**src/rtl/kpn_add_process.sv**
```systemverilog
// kpn_add_process: Kahn process node, pops one token from A then B, pushes their sum
// Ports: clk; rst_n (async, active low); a_data/a_empty/a_rd and b_data/b_empty/b_rd are
// show-ahead FIFO read sides; out_data/out_full/out_wr is the output FIFO write side;
// fire_count counts pushed results (wraps); ovf_sticky latches any signed overflow.
module kpn_add_process #(
   parameter int BITS_NUMBER = 16,
   parameter int SATURATE    = 0,
   parameter int COUNT_WIDTH = 16
) (
   input  logic                   clk,
   input  logic                   rst_n,
   input  logic [BITS_NUMBER-1:0] a_data,
   input  logic                   a_empty,
   output logic                   a_rd,
   input  logic [BITS_NUMBER-1:0] b_data,
   input  logic                   b_empty,
   output logic                   b_rd,
   output logic [BITS_NUMBER-1:0] out_data,
   input  logic                   out_full,
   output logic                   out_wr,
   output logic [COUNT_WIDTH-1:0] fire_count,
   output logic                   ovf_sticky
);
   typedef enum logic [1:0] {RD_A, RD_B, CALC, WR} state_t;
   state_t state, state_nxt;
   logic [BITS_NUMBER-1:0] reg_a, reg_b, res;
   logic [BITS_NUMBER:0] sum;
   logic ovf;
   always_comb begin
      sum = {reg_a[BITS_NUMBER-1], reg_a} + {reg_b[BITS_NUMBER-1], reg_b};
      ovf = sum[BITS_NUMBER] ^ sum[BITS_NUMBER-1];
      // on overflow the extended sign bit gives the true sign: clamp towards it
      res = (SATURATE != 0 && ovf) ? {sum[BITS_NUMBER], {(BITS_NUMBER-1){~sum[BITS_NUMBER]}}}
                                   : sum[BITS_NUMBER-1:0];
      a_rd = rst_n && state == RD_A && !a_empty;
      b_rd = rst_n && state == RD_B && !b_empty;
      out_wr = rst_n && state == WR && !out_full;
      // states are encoded in firing order, so WR + 1 wraps back to RD_A
      state_nxt = (a_rd || b_rd || out_wr || state == CALC) ? state_t'(state + 2'd1) : state;
   end
   always_ff @(posedge clk or negedge rst_n)
      if (!rst_n) begin
         state <= RD_A;
         reg_a <= '0;
         reg_b <= '0;
         out_data <= '0;
         fire_count <= '0;
         ovf_sticky <= 1'b0;
      end else begin
         state <= state_nxt;
         if (a_rd) reg_a <= a_data;
         if (b_rd) reg_b <= b_data;
         if (state == CALC) begin
            out_data <= res;
            ovf_sticky <= ovf_sticky | ovf;
         end
         if (out_wr) fire_count <= fire_count + 1'b1;
      end
endmodule
```
**config.mk**
```make
export PLATFORM = sky130hd
export DESIGN_NAME = kpn_add_process
export DESIGN_NICKNAME = d
export VERILOG_FILES = /design/src/rtl/kpn_add_process.sv
export SDC_FILE = /design/constraint.sdc
export NUM_CORES = 1
export LEC_CHECK = 0
export ABC_AREA = 1
export CELL_PAD_IN_SITES_DETAIL_PLACEMENT = 1
export CELL_PAD_IN_SITES_GLOBAL_PLACEMENT = 1
export CORE_ASPECT_RATIO = 0.7
export CORE_MARGIN = 3
export CORE_UTILIZATION = 38
export DETAILED_ROUTE_END_ITERATION = 10
export GPL_TIMING_DRIVEN = 0
export PLACE_DENSITY_LB_ADDON = 0.1
export SETUP_SLACK_MARGIN = 0.02
export SLEW_MARGIN = 10
export SYNTH_ARGS = -nofsm -noshare
export SYNTH_HDL_FRONTEND = slang
export SYNTH_SLANG_ARGS = --single-unit
```
**constraint.sdc**
```tcl
create_clock -name clk -period 2.6 [get_ports clk]
set_clock_uncertainty 0.2 [all_clocks]
set_input_delay 0.26 -clock clk [delete_from_list [all_inputs] [get_ports clk]]
set_output_delay 0.26 -clock clk [all_outputs]
set_load 0.02 [all_outputs]
```
* Word-level counts from Yosys, hierarchy flattened
Cells that the tools add are included.
** Storage, ports and cells
- Register bits after elaboration :: 67
- Bits in writable memories :: 0
- Input bits :: 37
- Bits in latches :: 0
- Memory bits (read-only) :: 0
- Memories kept :: 0
** Cells by class
- Bitwise operators :: 2
- Multipliers :: 0
- Shift-type cells :: 0
- Divide/modulo/power cells :: 0
- Reduce and logical (&&, ||, !) cells :: 13
- Add/subtract/negate cells :: 3
- Order comparisons :: 0
- Eq/ne operators :: 3
- Mux-type cells :: 0
** Operators by type and width (count)
- $add A16 B16 Y17 :: 1
- $add A16 B1 Y16 const B :: 1
- $logic_and A1 B1 Y1 :: 6
- $eq A2 B2 Y1 const B :: 2
- $logic_not A1 Y1 :: 3
- $logic_or A1 B1 Y1 :: 3
- $add A2 B1 Y2 const B :: 1
- $eq A2 B1 Y1 const B :: 1
- $logic_not A2 Y1 :: 1
- $or A1 B1 Y1 :: 1
- $xor A1 B1 Y1 :: 1

* Depth between registers and ports, before layout
- Depth after elaboration :: 6
- Depth in mapped cells :: 12
- Gate-level depth less buffers :: 12

* Least setup slack after synthesis
OpenSTA, ideal clock, no wires.
- Path kind :: register -> register
- Start :: reg reg_a[0]
- End :: reg out_data[8]
- Buffers on the path :: 0
- Arrival :: 1641 ps
- Required time :: 2282 ps
- Cell stages (with the launch flop) :: 10
- Setup slack :: 641 ps
- Path through :: dfrtp_1 -> ha_1 -> fa_1 -> nand2_1 -> nand2_1 -> nand3_1 -> nand2_1 -> or2_2 -> nand3_1 -> nand2_1
** Between the ends
- Longest elaborated chain between the ends :: 1
** RTL lines
- start: declaration :: line 26 : logic [BITS_NUMBER-1:0] reg_a, reg_b, res;
- start signal: assignment :: line 51 : if (a_rd) reg_a <= a_data;
- $add A16 B16 Y17 :: line 30 : sum = {reg_a[BITS_NUMBER-1], reg_a} + {reg_b[BITS_NUMBER-1], reg_b};
- end signal: assignment :: line 54 : out_data <= res;
- end: declaration :: line 18 : output logic [BITS_NUMBER-1:0] out_data,
No other way between the ends.
A chain may end at the register's enable or synchronous reset.

* Worst setup path in the final report
- Start :: reg state[0]
- End :: out a_rd
** Between the ends
- Longest elaborated chain between the ends :: 3
** RTL lines
- start: declaration :: line 25 : state_t state, state_nxt;
- start signal: assignment :: line 50 : state <= state_nxt;
- $logic_not A2 Y1 :: line 35 : a_rd = rst_n && state == RD_A && !a_empty;
- $logic_and A1 B1 Y1 (2 in a row) :: line 35
- end: declaration :: line 14 : output logic a_rd,
No other way between the ends.

==> metrics.yaml <==
outcome:
  status: "finished clean"
finish:
  drive_gt1_share_pct: 6.64
  multiInputGateArea_sq_um: 1800
  fill_cells: 1177
  layout_common_cells: "nand2_1 (228), clkdlybuf4s50_1 (69), dfrtp_1 (67), inv_1 (48), ha_1 (21)"
  nNetsFinal: 628
  antennaDiodeCount: 0
  final_common_cell: "nand2_1"
  seq_area_sq_um: 1680
  syn2layout_area_growth_pct: 34.3
  instances_no_fill: 696
clocking:
  cts.path.max_buffers: 2
  tritoncts: "yes"
  cts_htree_levels: 3
  cts_inserted_buffers: 9
  cts.clk_slew.worst_paths_ns: 0.05
  root_buffer: "clkbuf_16"
  insertion_delay_ns: 0.33
  cts.sink_count: 67
place:
  gp_congestion: 0.801
  post-place-cells: 678
  place_ws_ns: -0.00114
  numPortBuffers: 72
  hpwl_mm: 7.93
worst_setup_path:
  cp-startpoint: "state[0]"
  crit_required_ns: 2.14
  r2r-start: "reg_a[0]"
  crit_fanout: 10
  worstSetupEndpoint: "a_rd"
  rrSetupSlack_ns: 0.36
  worstSetupStartpointType: "register"
  crit_path_end_kind: "output port"
  cp.arrival_ns: 1.96
  critPathKind: "reg -> out"
  r2r-end: "out_data[8]"
  r2r_cells: 9
grt:
  track_usage_pct: 20.4
  use_met1_pct: 29.4
  use_met3_pct: 4.47
  grt_pass1_vias: 3317
  grt_pass1_wl_mm: 16.9
  grt-ovfl-total: 0
  met2_usage_pct: 31.2
  grt.busiest_layer: "met2"
  grt_max_degree: 39
  antenna_found_initial: 0
sta:
  maxSlewHeadroom_pct: 69.0
  hold_viol: 0
  rsz0062_at_grt: "no"
  setup_violations: 0
  tightestPinTransition_ns: 0.465
  fin_crit_sh_pct: 93.1
  fmax_mhz: 413
  slew_viol_final: 0
  min_period_ns: 2.42
  setup_slack_ns: 0.179
yosys:
  yosys_warnings: 0
  synth_cells: 481
  synth-main-ff-cell: "dfrtp_1"
  syn_area_sq_um: 3690
  synth_seq_cells: 67
  synth.distinct_cells: 25
  synth_edf_count: 0
  synth_nets: 540
  synth_area_per_cell_sq_um: 7.67
  synth-seq-area-share_pct: 45.5
  async_flop_share_pct: 100
floorplan:
  die_h_microns: 88.4
  num_rows: 29
  initial_core_util_pct: 39.9
  pin_count: 73
  core_sq_um: 9250
  dieArea_sq_um: 10900
  die_w_microns: 124
drt:
  drc: 0
  postRouteAntennaNets: 0
  vias: 3251
  drtIter0Drc: 127
  firstDrtPassIters: 4
  wl_mm: 10.2
  vias_per_cell: 4.67
  wl_per_cell_microns: 14.7
flow_run:
  maxCapViolations: 0
worst_hold_path:
  hp-class: "in -> reg"
power:
  leakagePower_nw: 2.66
  worst_ir_drop_vdd_mv: 0.361
  p_per_area_nw_per_um2: 1210
==> cell usage after synthesis, types with 2 or more instances <==
cell type    n  area share, %
nand4_1      3           0.51
or2_2        3           0.51
nor2_2       4           0.68
nand2_1    228             23
nor3_1       8            1.1
clkbuf_1     5           0.51
a21oi_1     11            1.5
ha_1        21            7.1
xnor2_1      6            1.4
inv_1       48            4.9
nor2_1      17            1.7
dfrtp_1     67             45
buf_2        2           0.27
and2_1       2           0.34
nand3_1     18            2.4
inv_2        3           0.31
nand2_4      2           0.61
o21ai_0      7           0.95
nor2_4       4            1.2
xor2_1      12            2.8
o21bai_1     2           0.41
nand3b_1     5            1.0
==> critical path, cell delays in order (launching register included) <==
cell	delay, ns
dfrtp_1	0.43
inv_1	0.11
ha_1	0.16
nand2_1	0.08
nor2_4	0.22
buf_2	0.27
dlygate4sd2_1	0.36
==> flip-flops by register name (all words and copies together), names as in the netlist <==
register	flops
fire_count	16
ovf_sticky	1
out_data	16
reg_b	16
reg_a	16
state	2
==> metrics by stage <==
| step | instance area (sq um) | utilization [%] | hold slack, ns | total power [mW] | TNS [ns] |
|---|---|---|---|---|---|
| after floorplan | 3690 | - | -0.236 | 3.60 | 0 |
| after global placement | 4560 | 49.3 | 0.257 | 4.54 | -188.26 |
| after detailed placement | 4580 | 49.5 | 0.0241 | 4.66 | -0.00114 |
| after CTS | 4940 | 53.4 | 0.192 | 6.03 | -0.105 |
| after global routing | 4950 | 53.5 | 0.213 | 6.53 | 0 |
| final | 4950 | 53.5 | 0.199 | 6.00 | 0 |
==> metal layers <==
metal / vias up / share of wire (%)
li1: 1656 / -
met1: 1529 / 52
met2: 59 / 43
met3: 7 / 4.1
met4: 0 / 0.84
met5: - / 0
==> cell type report <==
class / instances / area share [%]
clock inverter: 2 / 1.21
buffer: 7 / 0.581
tap: 124 / 3.13
inverter: 51 / 3.86
sequential: 67 / 33.8
multi-input combinational: 356 / 36.4
clock buffer: 12 / 5.18
timing repair buffer: 77 / 15.8
==> power breakdown <==
group	switching [mW]	internal [mW]	total (mW)
Sequential	0.293	1.45	1.74
Combinational	1.80	1.16	2.96
Clock	0.419	0.881	1.30
Total	2.52	3.48	6.00
==> worst min-delay path by stage <==
stage	from	end	cells past startpoint
detailed placement	rst_n	out_data[0]	1
finish	rst_n	reg_a[9]	5
floorplan	rst_n	fire_count[0]	0
global placement	fire_count[15]	fire_count[15]	1
CTS	rst_n	reg_a[7]	5
global route	rst_n	reg_b[15]	5
==> cell families (layout without fill, tap and decap cells) <==
kind of cell    Yosys count  count (layout)  share of synthesized area (%)
compound gates           20              20                           2.85
xor+xnor                 18              18                           4.27
fa+ha+maj                22              22                           7.67
buf+inv                  58             149                           5.97
flops                    67              67                           45.5
simple gates            296             296                           33.8
==> what timing repair did <==
item,CTS,global route
hold buffers,2,0
endpoints found under the setup margin,2,1
pin swaps,0,1
gates resized for setup,3,1
setup buffers,0,2
endpoints found under the hold margin,29,0
Note: power is estimated with default switching activity, not from simulation.
